## src/rtl/grid_clb_param_if.sv

```systemverilog
// Bus bundle for the parametrised CLB tile: cluster inputs, config chain, outputs.
interface grid_clb_param_if #(
    parameter int I = 12,
    parameter int N = 4
);
    logic [I-1:0] clb_I;
    logic         ccff_en;
    logic         ccff_head;
    logic         ccff_tail;
    logic [N-1:0] clb_O;
    logic         cfg_valid;

    modport master (
        output clb_I, ccff_en, ccff_head,
        input  ccff_tail, clb_O, cfg_valid
    );

    modport slave (
        input  clb_I, ccff_en, ccff_head,
        output ccff_tail, clb_O, cfg_valid
    );
endinterface

```

## src/rtl/grid_clb_param.sv

```systemverilog
// Parametrised CLB tile: N BLEs of K-input LUT + optional FF, crossbar input
// selection over cluster inputs and FF feedback, serial configuration chain.
module grid_clb_param #(
    parameter int N = 4,
    parameter int K = 4,
    parameter int I = 12
) (
    input logic             clk,
    input logic             reset,
    grid_clb_param_if.slave bus
);
    localparam int S        = $clog2(I + N);
    localparam int L        = 2 ** K;
    localparam int B        = L + K * S + 2;
    localparam int CFG_BITS = N * B;
    localparam int CW       = $clog2(CFG_BITS + 1);
    localparam logic [CW-1:0] CFG_FULL = CW'(CFG_BITS);

    logic [CFG_BITS-1:0] cfg;
    logic [CW-1:0]       count;
    logic                ccff_en_d;
    logic                cfg_valid;
    logic [N-1:0]        ff;
    logic [N-1:0]        lut_out;
    logic [N-1:0]        bypass;
    logic [N-1:0]        init;
    logic [2**S-1:0]     src;
    logic [S-1:0]        sel;
    logic [K-1:0]        idx;
    logic [L-1:0]        truth;

    // Crossbar and LUT evaluation for every BLE; selects beyond I+N read the zero padding.
    always_comb begin
        src            = '0;
        src[I+N-1:0]   = {ff, bus.clb_I};
        lut_out        = '0;
        bypass         = '0;
        init           = '0;
        sel            = '0;
        idx            = '0;
        truth          = '0;
        for (int unsigned j = 0; j < N; j++) begin
            truth = cfg[j*B +: L];
            idx   = '0;
            for (int unsigned k = 0; k < K; k++) begin
                sel    = cfg[j*B + L + k*S +: S];
                idx[k] = src[sel];
            end
            lut_out[j] = truth[idx];
            bypass[j]  = cfg[j*B + L + K*S];
            init[j]    = cfg[j*B + L + K*S + 1];
        end
    end

    // Configuration shift register, new bit enters at the bottom.
    always_ff @(posedge clk or posedge reset) begin
        if (reset) begin
            cfg <= '0;
        end else if (bus.ccff_en) begin
            cfg <= {cfg[CFG_BITS-2:0], bus.ccff_head};
        end
    end

    // Load counter: restarts on a rising enable, saturates at a full chain.
    always_ff @(posedge clk or posedge reset) begin
        if (reset) begin
            count     <= '0;
            ccff_en_d <= 1'b0;
        end else begin
            ccff_en_d <= bus.ccff_en;
            if (bus.ccff_en) begin
                if (!ccff_en_d) begin
                    count <= CW'(1);
                end else if (count != CFG_FULL) begin
                    count <= count + 1'b1;
                end
            end
        end
    end

    // Outputs go live only after a complete load has finished shifting.
    always_ff @(posedge clk or posedge reset) begin
        if (reset) begin
            cfg_valid <= 1'b0;
        end else if (bus.ccff_en) begin
            cfg_valid <= 1'b0;
        end else if (count == CFG_FULL) begin
            cfg_valid <= 1'b1;
        end
    end

    // BLE flip-flops hold their init value until the tile is live.
    always_ff @(posedge clk or posedge reset) begin
        if (reset) begin
            ff <= '0;
        end else if (bus.ccff_en || !cfg_valid) begin
            ff <= init;
        end else begin
            ff <= lut_out;
        end
    end

    assign bus.ccff_tail = cfg[CFG_BITS-1];
    assign bus.cfg_valid = cfg_valid;
    assign bus.clb_O     = cfg_valid ? ((bypass & lut_out) | (~bypass & ff)) : '0;

endmodule

```

## src/flat_wrapper.sv

```systemverilog
// flat-port wrapper written by rule: the top's interface ports become plain ports
module grid_clb_param_flat 
#(
    parameter int N = 4,
    parameter int K = 4,
    parameter int I = 12
)
  (clk, reset, bus_clb_I, bus_ccff_en, bus_ccff_head, bus_ccff_tail, bus_clb_O, bus_cfg_valid);
  grid_clb_param_if #(.I(I), .N(N)) bus_i ();
  input logic clk;
  input logic reset;
  input wire logic [$bits(bus_i.clb_I)-1:0] bus_clb_I;
  input wire logic [$bits(bus_i.ccff_en)-1:0] bus_ccff_en;
  input wire logic [$bits(bus_i.ccff_head)-1:0] bus_ccff_head;
  output wire logic [$bits(bus_i.ccff_tail)-1:0] bus_ccff_tail;
  output wire logic [$bits(bus_i.clb_O)-1:0] bus_clb_O;
  output wire logic [$bits(bus_i.cfg_valid)-1:0] bus_cfg_valid;
  assign bus_i.clb_I = bus_clb_I;
  assign bus_i.ccff_en = bus_ccff_en;
  assign bus_i.ccff_head = bus_ccff_head;
  assign bus_ccff_tail = bus_i.ccff_tail;
  assign bus_clb_O = bus_i.clb_O;
  assign bus_cfg_valid = bus_i.cfg_valid;
  grid_clb_param #(.N(N), .K(K), .I(I)) u_core (.clk(clk), .reset(reset), .bus(bus_i));
endmodule
```

## config.mk

```make
export PLATFORM = sky130hd
export DESIGN_NAME = grid_clb_param_flat
export DESIGN_NICKNAME = d
export VERILOG_FILES = /design/src/rtl/grid_clb_param_if.sv /design/src/rtl/grid_clb_param.sv /design/src/flat_wrapper.sv
export SDC_FILE = /design/constraint.sdc
export NUM_CORES = 1
export LEC_CHECK = 0
export ABC_AREA = 1
export BUFFER_PORTS_ARGS = -buffer_cell sky130_fd_sc_hd__buf_2
export CORE_MARGIN = 3
export CORE_UTILIZATION = 35
export CTS_CLUSTER_SIZE = 8
export DETAILED_ROUTE_END_ITERATION = 16
export PLACE_DENSITY_LB_ADDON = 0.3
export SETUP_SLACK_MARGIN = 0.2
export SYNTH_ARGS = -nofsm -noshare
export SYNTH_HDL_FRONTEND = slang
export SYNTH_SLANG_ARGS = --single-unit
```

## constraint.sdc

```tcl
create_clock -name clk -period 8.9 [get_ports clk]
set_clock_uncertainty 0.1 [all_clocks]
set_input_delay 0.89 -clock clk [delete_from_list [all_inputs] [get_ports clk]]
set_output_delay 0.89 -clock clk [all_outputs]
set_load 0.05 [all_outputs]
```

==> impl_metrics.tcl, run 1 <==
set metrics [dict create \
    fmax_mhz 256 \
    antenna_found_initial 0 \
    yosysMostFrequentCell "nand2_1" \
    yosys_most_used_dff "dfrtp_1" \
    cp_slowest_stage_delay_ns 0.82 \
    viasPerCell 5.24 \
    synth-edff-count 0 \
    drtPass1Iterations 6 \
    worst_setup_path_end_kind "output pin" \
    cts-buffers-inserted 17 \
    hold_buffers 0 \
    hold_class "flip-flop to flip-flop" \
    clockBufferDepth 2 \
    min_period_ns 3.91 \
    path_buf_inv 2 \
    layout_setup_ws_ns 4.99 \
    start_kind "flip-flop" \
    regToRegStartpoint "u_core.ff[3]$_DFF_PP0_" \
    yosys-top-cells-area "dfrtp_1 (42%), nand2_1 (19%), nand3_1 (12%)" \
    required_ns 7.91 \
    nNetsFinal 1249 \
    num_vias 8215 \
    ys.warnings.count 0 \
    pwr-share-clk_pct 34.0 \
    netlist_instances 1251 \
    async_reset_ff_share_pct 100 \
    hp-start "u_core.cfg[59]$_DFFE_PP0P_" \
    syn_area_per_cell_um2 7.07 \
    die_w_um 165 \
    hold_depth 2 \
    synth_top_area_share_pct 42.4 \
    ys_ff_latch 150 \
    crit_family "simple AND/OR/NAND/NOR gates" \
    outcome "complete, no violations" \
    wirelength_um 24200 \
    synth_common_cells "nand2_1 (445), nand3_1 (215), dfrtp_1 (150)" \
    worst-setup-path-type "flip-flop to output pin" \
    fp-row-count 57 \
    slowest_stage "dfrtp_1" \
    drc 0 \
    die_y_um 165 \
    post-dp-hpwl_um 15700 \
    rrSetupSlack_ns 6.53 \
    vdd_drop_max_uv 136 \
    wl_per_cell_um 15.4 \
    cts_setup_buffers 0 \
    multi_input_area_um2 4390 \
    fin_util_pct 39.3 \
    h-tree-depth 4 \
    syn_to_final_growth_pct 9.22 \
    setup-violations-final 0 \
    drv_cap 0 \
    grt_max_degree 98 \
    internal-power_mw 1.35 \
    hold_end "u_core.cfg[60]$_DFFE_PP0P_" \
    yosysSeqAreaShare_pct 42.4 \
    cts_tree "built" \
    finalCritPeriodShare_pct 43.9 \
    initialDrtViolationCount 869 \
    fillers 2557 \
    p_seq_share_pct 40.3 \
    hold_viol 0 \
    tightestPinTransition_ns 0.891 \
    clock_latency_ns 0.43 \
    antenna_cells 0 \
    place.gp.congestion 0.832 \
    cellPowerDensity_nw_per_um2 223 \
    r2r_end "u_core.ff[1]$_DFF_PP0_" \
    yosys.area.top_type "dfrtp_1" \
    regArea_um2 3750 \
    crit_chain "inv_1 > nand2_1 > nand3_1 > nand3_1 > nand3_4 > nand2_4 > nand2_1 > nand3_1 > nand3_1 > nand3_1 > nand2_2 > a21oi_2 > buf_2" \
    synth.distinct_cells 33 \
    post-place-ws_ns 5.04 \
    slew_headroom_pct 40.6 \
    post_cts_resized 0 \
    grt_pass1_wl_um 40000 \
    first_global_vias 7402 \
    p_leak_nw 4.51 \
    placed_area_um2 9080 \
    crit_path_frequent_cell "nand3_1" \
    die_area_um2 27200 \
    netlist_area_um2 8850 \
    clk_pin_slew_ns 0.07 \
    drv_slew 0 \
    fin_tns_setup_ns 0 \
    start_util_pct 36.0 \
    port_buffers 21 \
    core_area_um2 24600 \
    critPathArrivalTime_ns 2.92 \
    cp_max_fo 14 \
    drive_above_1_share_pct 8.44 \
    stdcell_area_um2 9660 \
    power_switching_mw 0.806 \
    rr_worst_depth 12 \
    io_pins 22 \
    cts_num_sinks 150 \
    p_comb_share_pct 25.7 \
    overflow 0 \
    globalRouteTotalUtil_pct 18.5 \
    cts-root-buf "clkbuf_16" \
    grt_setup_unrepaired "false" \
    syn_nets 1269 \
    antenna_left 0 \
    p_sw_share_pct 37.4 \
]
## metrics by stage
stage | hold WS, ns | power [mW] | std cells
after floorplan | 0.361 | 1.30 | 1251
after global placement | 0.384 | 1.42 | 1536
after detailed placement | 0.385 | 1.43 | 1536
after CTS | 0.403 | 2.17 | 1568
after global routing | 0.429 | 2.29 | 1568
final | 0.394 | 2.16 | 1568
## placed cells by master, fill, tap and decap left out, types with 2 or more instances in the layout
cell	instances
nand2_1	445
nand2_4	4
clkbuf_16	17
inv_8	4
dfrtp_1	150
o211ai_1	12
inv_2	13
nand4_1	4
xor2_1	2
o21ai_1	3
clkinvlp_4	2
buf_2	20
nor3b_1	2
inv_6	7
nand2_2	5
o221ai_1	2
a21oi_2	4
o21ai_2	2
nand3_4	8
nor3_1	3
nand3_1	215
nor2_1	6
buf_4	6
ha_1	2
nand3_2	9
inv_1	84
a21oi_1	64
o21ai_0	141
## worst min-delay path, stage by stage, from the launching register on
cell and delay, ns:
dfrtp_1 0.35, nand2_1 0.05, o21ai_0 0.06
## registers in the layout (all words and copies together), names as in the netlist
name	flops
u_core.cfg	136
u_core.bus.cfg_valid	1
u_core.count	8
u_core.ccff_en_d	1
u_core.ff	4
## power groups by stage
stage / registers [mW] / clock network [mW] / logic (mW)
6_report: 0.869 / 0.733 / 0.554
5_1_grt: 0.885 / 0.775 / 0.635
4_1_cts: 0.867 / 0.748 / 0.556
3_5_place_dp: 0.879 / 0 / 0.553
3_3_place_gp: 0.879 / 0 / 0.546
2_1_floorplan: 0.829 / 0 / 0.474
## cell families (layout without fill, tap and decap cells)
family	count (synthesis)	in the layout	synth area share, %
flip-flops	150	150	42.4
adder cells (fa/ha/maj)	2	2	0.283
buffers and inverters	165	158	7.91
AND/OR/NAND/NOR	702	702	35.5
AO/OA/AOI/OAI	230	230	13.7
XOR/XNOR	2	2	0.198
## final cells by class
class,instances,share of cell area [%]
Tap cell,324,4.20
Clock inverter,15,1.62
Multi-Input combinational cell,936,45.5
Sequential cell,150,38.8
Inverter,100,3.96
Timing Repair Buffer,26,1.50
Clock buffer,17,4.40
## routing by layer
layer,up-vias,track usage [%],part of all wire (%)
li1,4096,-,-
met1,3883,27.2,48
met2,199,27.5,44
met3,37,2.61,5.2
met4,0,6.79,2.4
met5,-,0,0
## worst max path at each step
stage,start,endpoint,slack [ns],cells after the start
after detailed placement,bus_clb_I[10],bus_clb_O[0],5.04,13
after floorplan,reset,u_core.bus.cfg_valid$_DFFE_PP0P_,3.87,1
after CTS,u_core.ff[3]$_DFF_PP0_,bus_clb_O[1],4.97,13
after global routing,u_core.ff[3]$_DFF_PP0_,bus_clb_O[2],4.77,13
after global placement,bus_clb_I[7],bus_clb_O[1],5.08,14
final,u_core.ff[3]$_DFF_PP0_,bus_clb_O[1],4.99,13
Note: power is estimated with default switching activity, not from simulation.
==> run 2: changes to the inputs <==
==> constraint.sdc (replaced) <==
create_clock -name clk -period 4.05 [get_ports clk]
set_clock_uncertainty 0.1 [all_clocks]
set_input_delay 0.405 -clock clk [delete_from_list [all_inputs] [get_ports clk]]
set_output_delay 0.405 -clock clk [all_outputs]
set_load 0.05 [all_outputs]
==> impl_metrics.tcl, run 2 (synthesis results as in run 1) <==
set metrics [dict create \
    p_leak_nw 4.54 \
    tightestPinTransition_ns 0.990 \
    rrSetupSlack_ns 1.79 \
    fillers 2556 \
    io_pins 22 \
    clockBufferDepth 2 \
    grt_setup_unrepaired "false" \
    grt_max_degree 193 \
    worst_setup_path_end_kind "output pin" \
    cellPowerDensity_nw_per_um2 490 \
    grt_pass1_wl_um 41200 \
    num_vias 8305 \
    drv_cap 0 \
    h-tree-depth 4 \
    initialDrtViolationCount 840 \
    slew_headroom_pct 33.9 \
    fp-row-count 57 \
    min_period_ns 3.31 \
    start_util_pct 36.0 \
    worst-setup-path-type "flip-flop to output pin" \
    cts-buffers-inserted 17 \
    post-place-ws_ns 1.17 \
    r2r_end "u_core.ff[1]$_DFF_PP0_" \
    overflow 0 \
    cts_setup_buffers 0 \
    layout_setup_ws_ns 0.742 \
    vdd_drop_max_uv 287 \
    hold_class "primary input to async pin" \
    fin_tns_setup_ns 0 \
    fmax_mhz 302 \
    cts_num_sinks 150 \
    cts-root-buf "clkbuf_16" \
    regToRegStartpoint "u_core.ff[2]$_DFF_PP0_" \
    post-dp-hpwl_um 16200 \
    outcome "complete, no violations" \
    antenna_cells 0 \
    rr_worst_depth 12 \
    antenna_found_initial 0 \
    clk_pin_slew_ns 0.08 \
    die_y_um 165 \
    syn_to_final_growth_pct 9.91 \
    viasPerCell 5.29 \
    setup-violations-final 0 \
    place.gp.congestion 0.854 \
    first_global_vias 7896 \
    layout_common_cells "nand2_1 (445), nand3_1 (215), dfrtp_1 (150), o21ai_0 (141), inv_1 (84)" \
    layout_commonest_cell "nand2_1" \
    cp_max_fo 15 \
    clock_latency_ns 0.44 \
    post_cts_resized 0 \
    cts_tree "built" \
    port_buffers 21 \
    finalCritPeriodShare_pct 81.7 \
    drive_above_1_share_pct 8.51 \
    required_ns 3.54 \
    nNetsFinal 1250 \
    drtPass1Iterations 6 \
    drv_slew 0 \
    globalRouteTotalUtil_pct 19.0 \
    multi_input_area_um2 4390 \
    largest_reg_flops 136 \
    wirelength_um 24500 \
    wl_per_cell_um 15.6 \
    critPathArrivalTime_ns 2.80 \
    hold_buffers 0 \
    regMostFlops "u_core.cfg" \
    antenna_left 0 \
    hold_viol 0 \
    reg_top3 "u_core.cfg (136), u_core.count (8), u_core.ff (4)" \
    drc 0 \
    core_area_um2 24600 \
    total_power_mw 4.77 \
    die_w_um 165 \
    start_kind "flip-flop" \
    die_area_um2 27200 \
    regArea_um2 3750 \
]
-- run 2: cell types whose count changed in the layout (fill, tap and decap cells not counted), sizes merged --
cell      previous run  this run
clkinv               3         7
inv                109       107
buf                 26        27
bufinv               1         0
clkinvlp             2         1
-- run 2: routing by layer --
metal / wire [µm] / vias up / track usage (%)
li1: - / 4100 / -
met1: 11300 / 3905 / 25.7
met2: 11200 / 261 / 30.0
met3: 1480 / 39 / 3.79
met4: 657 / 0 / 7.09
met5: 0 / - / 0
-- run 2: layout make-up --
type	count	area share [%]
inverters	100	3.92
multi-input cells	936	45.2
repair buffers	27	1.96
clock inverters	15	1.79
well taps	324	4.17
clock buffers	17	4.37
flip-flops and latches	150	38.6
-- run 2: worst max-delay path by stage --
stage / startpoint / to / slack, ns
2_1_floorplan: bus_clb_I[0] / bus_clb_O[1] / 1.65
3_3_place_gp: bus_clb_I[7] / bus_clb_O[1] / 1.17
3_5_place_dp: bus_clb_I[7] / bus_clb_O[1] / 1.17
4_1_cts: u_core.ff[2]$_DFF_PP0_ / bus_clb_O[2] / 0.77
5_1_grt: u_core.ff[2]$_DFF_PP0_ / bus_clb_O[2] / 0.51
6_report: u_core.ff[2]$_DFF_PP0_ / bus_clb_O[2] / 0.74
-- run 2: where the power goes --
group	leakage (nW)	total, mW	switching (mW)	internal [mW]
registers	2.05	1.91	0.234	1.68
logic	2.19	1.23	0.815	0.419
clock network	0.294	1.62	0.785	0.835
-- run 2: critical path: stages (launching register included) --
cell	delay, ns
dfrtp_1	0.45
inv_1	0.53
o21ai_0	0.16
nand3_1	0.10
nand3_1	0.07
nand2_1	0.18
inv_1	0.13
nand3_1	0.11
nand3_1	0.09
nand3_2	0.07
nand2_2	0.07
a21oi_2	0.13
buf_2	0.28
-- run 2: per-stage QoR --
stage | util, % | hold WS [ns] | std cells | cell area (µm²)
CTS | 39.5 | 0.0663 | 1569 | 9720
floorplan | - | 0.336 | 1251 | 8850
finish | 39.5 | 0.0678 | 1569 | 9720
global route | 39.5 | 0.0731 | 1569 | 9720
detailed placement | 37.1 | 0.384 | 1537 | 9130
global placement | 37.1 | 0.384 | 1537 | 9130
==> run 3: changes to the inputs <==
==> constraint.sdc (replaced) <==
create_clock -name clk -period 3.2 [get_ports clk]
set_clock_uncertainty 0.1 [all_clocks]
set_input_delay 0.32 -clock clk [delete_from_list [all_inputs] [get_ports clk]]
set_output_delay 0.32 -clock clk [all_outputs]
set_load 0.05 [all_outputs]
==> impl_metrics.tcl, run 3 (synthesis results as in run 1) <==
set metrics [dict create \
    outcome "complete, no violations" \
    drv_cap 0 \
    first_global_vias 7525 \
    die_y_um 165 \
    hold_class "primary input to flip-flop" \
    regMostFlops "u_core.cfg" \
    io_pins 22 \
    antenna_cells 0 \
    grt_max_degree 103 \
    die_area_um2 27200 \
    clockBufferDepth 2 \
    grt_setup_unrepaired "true" \
    worst_setup_path_end_kind "output pin" \
    port_buffers 21 \
    finalCritPeriodShare_pct 89.3 \
    start_util_pct 36.0 \
    antenna_left 0 \
    wl_per_cell_um 15.5 \
    start_kind "flip-flop" \
    nNetsFinal 1266 \
    stdcell_area_um2 9960 \
    grt_pass1_wl_um 40200 \
    cp_max_fo 11 \
    h-tree-depth 4 \
    wirelength_um 24600 \
    p_leak_nw 4.61 \
    cellPowerDensity_nw_per_um2 613 \
    min_period_ns 2.86 \
    largest_reg_flops 136 \
    reg_top3 "u_core.cfg (136), u_core.count (8), u_core.ff (4)" \
    slew_headroom_pct 57.6 \
    placed_area_um2 9180 \
    layout_common_cells "nand2_1 (442), nand3_1 (214), o21ai_0 (141), dfrtp_1 (138), inv_1 (83)" \
    post-dp-hpwl_um 16100 \
    cts-buffers-inserted 17 \
    cts_num_sinks 150 \
    globalRouteTotalUtil_pct 18.7 \
    drtPass1Iterations 6 \
    critPathArrivalTime_ns 2.44 \
    clk_pin_slew_ns 0.08 \
    tightestPinTransition_ns 0.635 \
    clock_latency_ns 0.44 \
    worst-setup-path-type "flip-flop to output pin" \
    place.gp.congestion 0.875 \
    vdd_drop_max_uv 364 \
    cts_tree "built" \
    num_vias 8287 \
    drive_above_1_share_pct 10.9 \
    cts-root-buf "clkbuf_16" \
    antenna_found_initial 0 \
    drc 0 \
    viasPerCell 5.23 \
    fin_tns_setup_ns 0 \
    initialDrtViolationCount 880 \
    die_w_um 165 \
    setup-violations-final 0 \
    core_area_um2 24600 \
    overflow 0 \
    drv_slew 0 \
    fmax_mhz 350 \
    hold_viol 0 \
    syn_to_final_growth_pct 12.6 \
    fp-row-count 57 \
    layout_commonest_cell "nand2_1" \
    required_ns 2.78 \
]
-- run 3: cell types whose count changed in the layout (fill, tap and decap cells not counted), moves of 2 or more --
cell | previous run | this run
buf_2 | 20 | 17
buf_4 | 4 | 15
inv_6 | 4 | 2
buf_6 | 0 | 3
nand2_1 | 445 | 442
dfrtp_1 | 150 | 138
clkinv_8 | 4 | 6
nand3_4 | 8 | 10
dlygate4sd3_1 | 0 | 2
dfrtp_2 | 0 | 12
nand2_4 | 4 | 6
-- run 3: through the flow --
step                      worst slack [ns]  cells  hold slack [ns]  total power [mW]  util, %
after CTS                            0.196   1577            0.159              6.11     40.0
after floorplan                      0.891   1251            0.251              3.62        -
after global routing                 0.153   1585            0.183              6.52     40.5
after global placement               0.502   1543            0.206              3.98     37.3
final                                0.341   1585            0.174              6.10     40.5
after detailed placement             0.469   1543            0.211              4.00     37.3
-- run 3: where the power goes --
part           leakage, nW  switching [mW]  internal [mW]
clock network        0.302           0.994           1.07
logic                 2.28            1.06          0.562
registers             2.03           0.287           2.13
total                 4.61            2.34           3.76
-- run 3: layout make-up --
class,instances,area [µm²]
timing repair buffer,42,339
sequential,150,3770
inverter,100,382
tap,324,405
fill,2560,14600
clock inverter,15,196
clock buffer,17,425
multi-input combinational,937,4440
-- run 3: worst paths after layout --
path	startpoint	endpoint	slack, ns	cells past startpoint
min in group asynchronous	reset	u_core.count[7]$_DFFE_PP0P_	0.29	3
max in group asynchronous	reset	u_core.cfg[54]$_DFFE_PP0P_	1.92	4
worst min register to register	u_core.cfg[41]$_DFFE_PP0P_	u_core.cfg[42]$_DFFE_PP0P_	0.40	2
worst max-delay path	u_core.ff[2]$_DFF_PP0_	bus_clb_O[1]	0.34	14
worst min-delay path	bus_ccff_en	u_core.ccff_en_d$_DFF_PP0_	0.17	1
worst max register to register	u_core.ff[2]$_DFF_PP0_	u_core.ff[1]$_DFF_PP0_	1.18	13
-- run 3: routing by layer --
metal | GRT usage (%) | routed length [µm] | vias up | part of all wire, %
met1 | 26.3 | 11400 | 3920 | 46
met4 | 5.72 | 376 | 0 | 1.5
met3 | 3.56 | 1430 | 30 | 5.8
met5 | 0 | 0 | - | 0
li1 | - | - | 4127 | -
met2 | 29.1 | 11500 | 210 | 47
-- run 3: worst max-delay path, stage by stage, from the launching register on --
cell and delay [ns]:
dfrtp_2 0.42, inv_2 0.10, buf_6 0.16, nand2_1 0.07, nand3_1 0.12, nand3_4 0.14, nand3_4 0.11, nand2_4 0.13
nand2_1 0.07, nand3_1 0.08, nand3_1 0.08, nand3_1 0.09, nand2_2 0.09, a21oi_2 0.16, buf_6 0.18
-- run 3: timing repair --
action / in CTS / in global routing
buffers inserted: 0 / 7
setup endpoints to repair: 4 / 4
pin swaps: 0 / 2
hold endpoints to repair: 11 / 0
resized for setup: 5 / 23
hold buffers: 2 / 0
gates cloned: 0 / 1
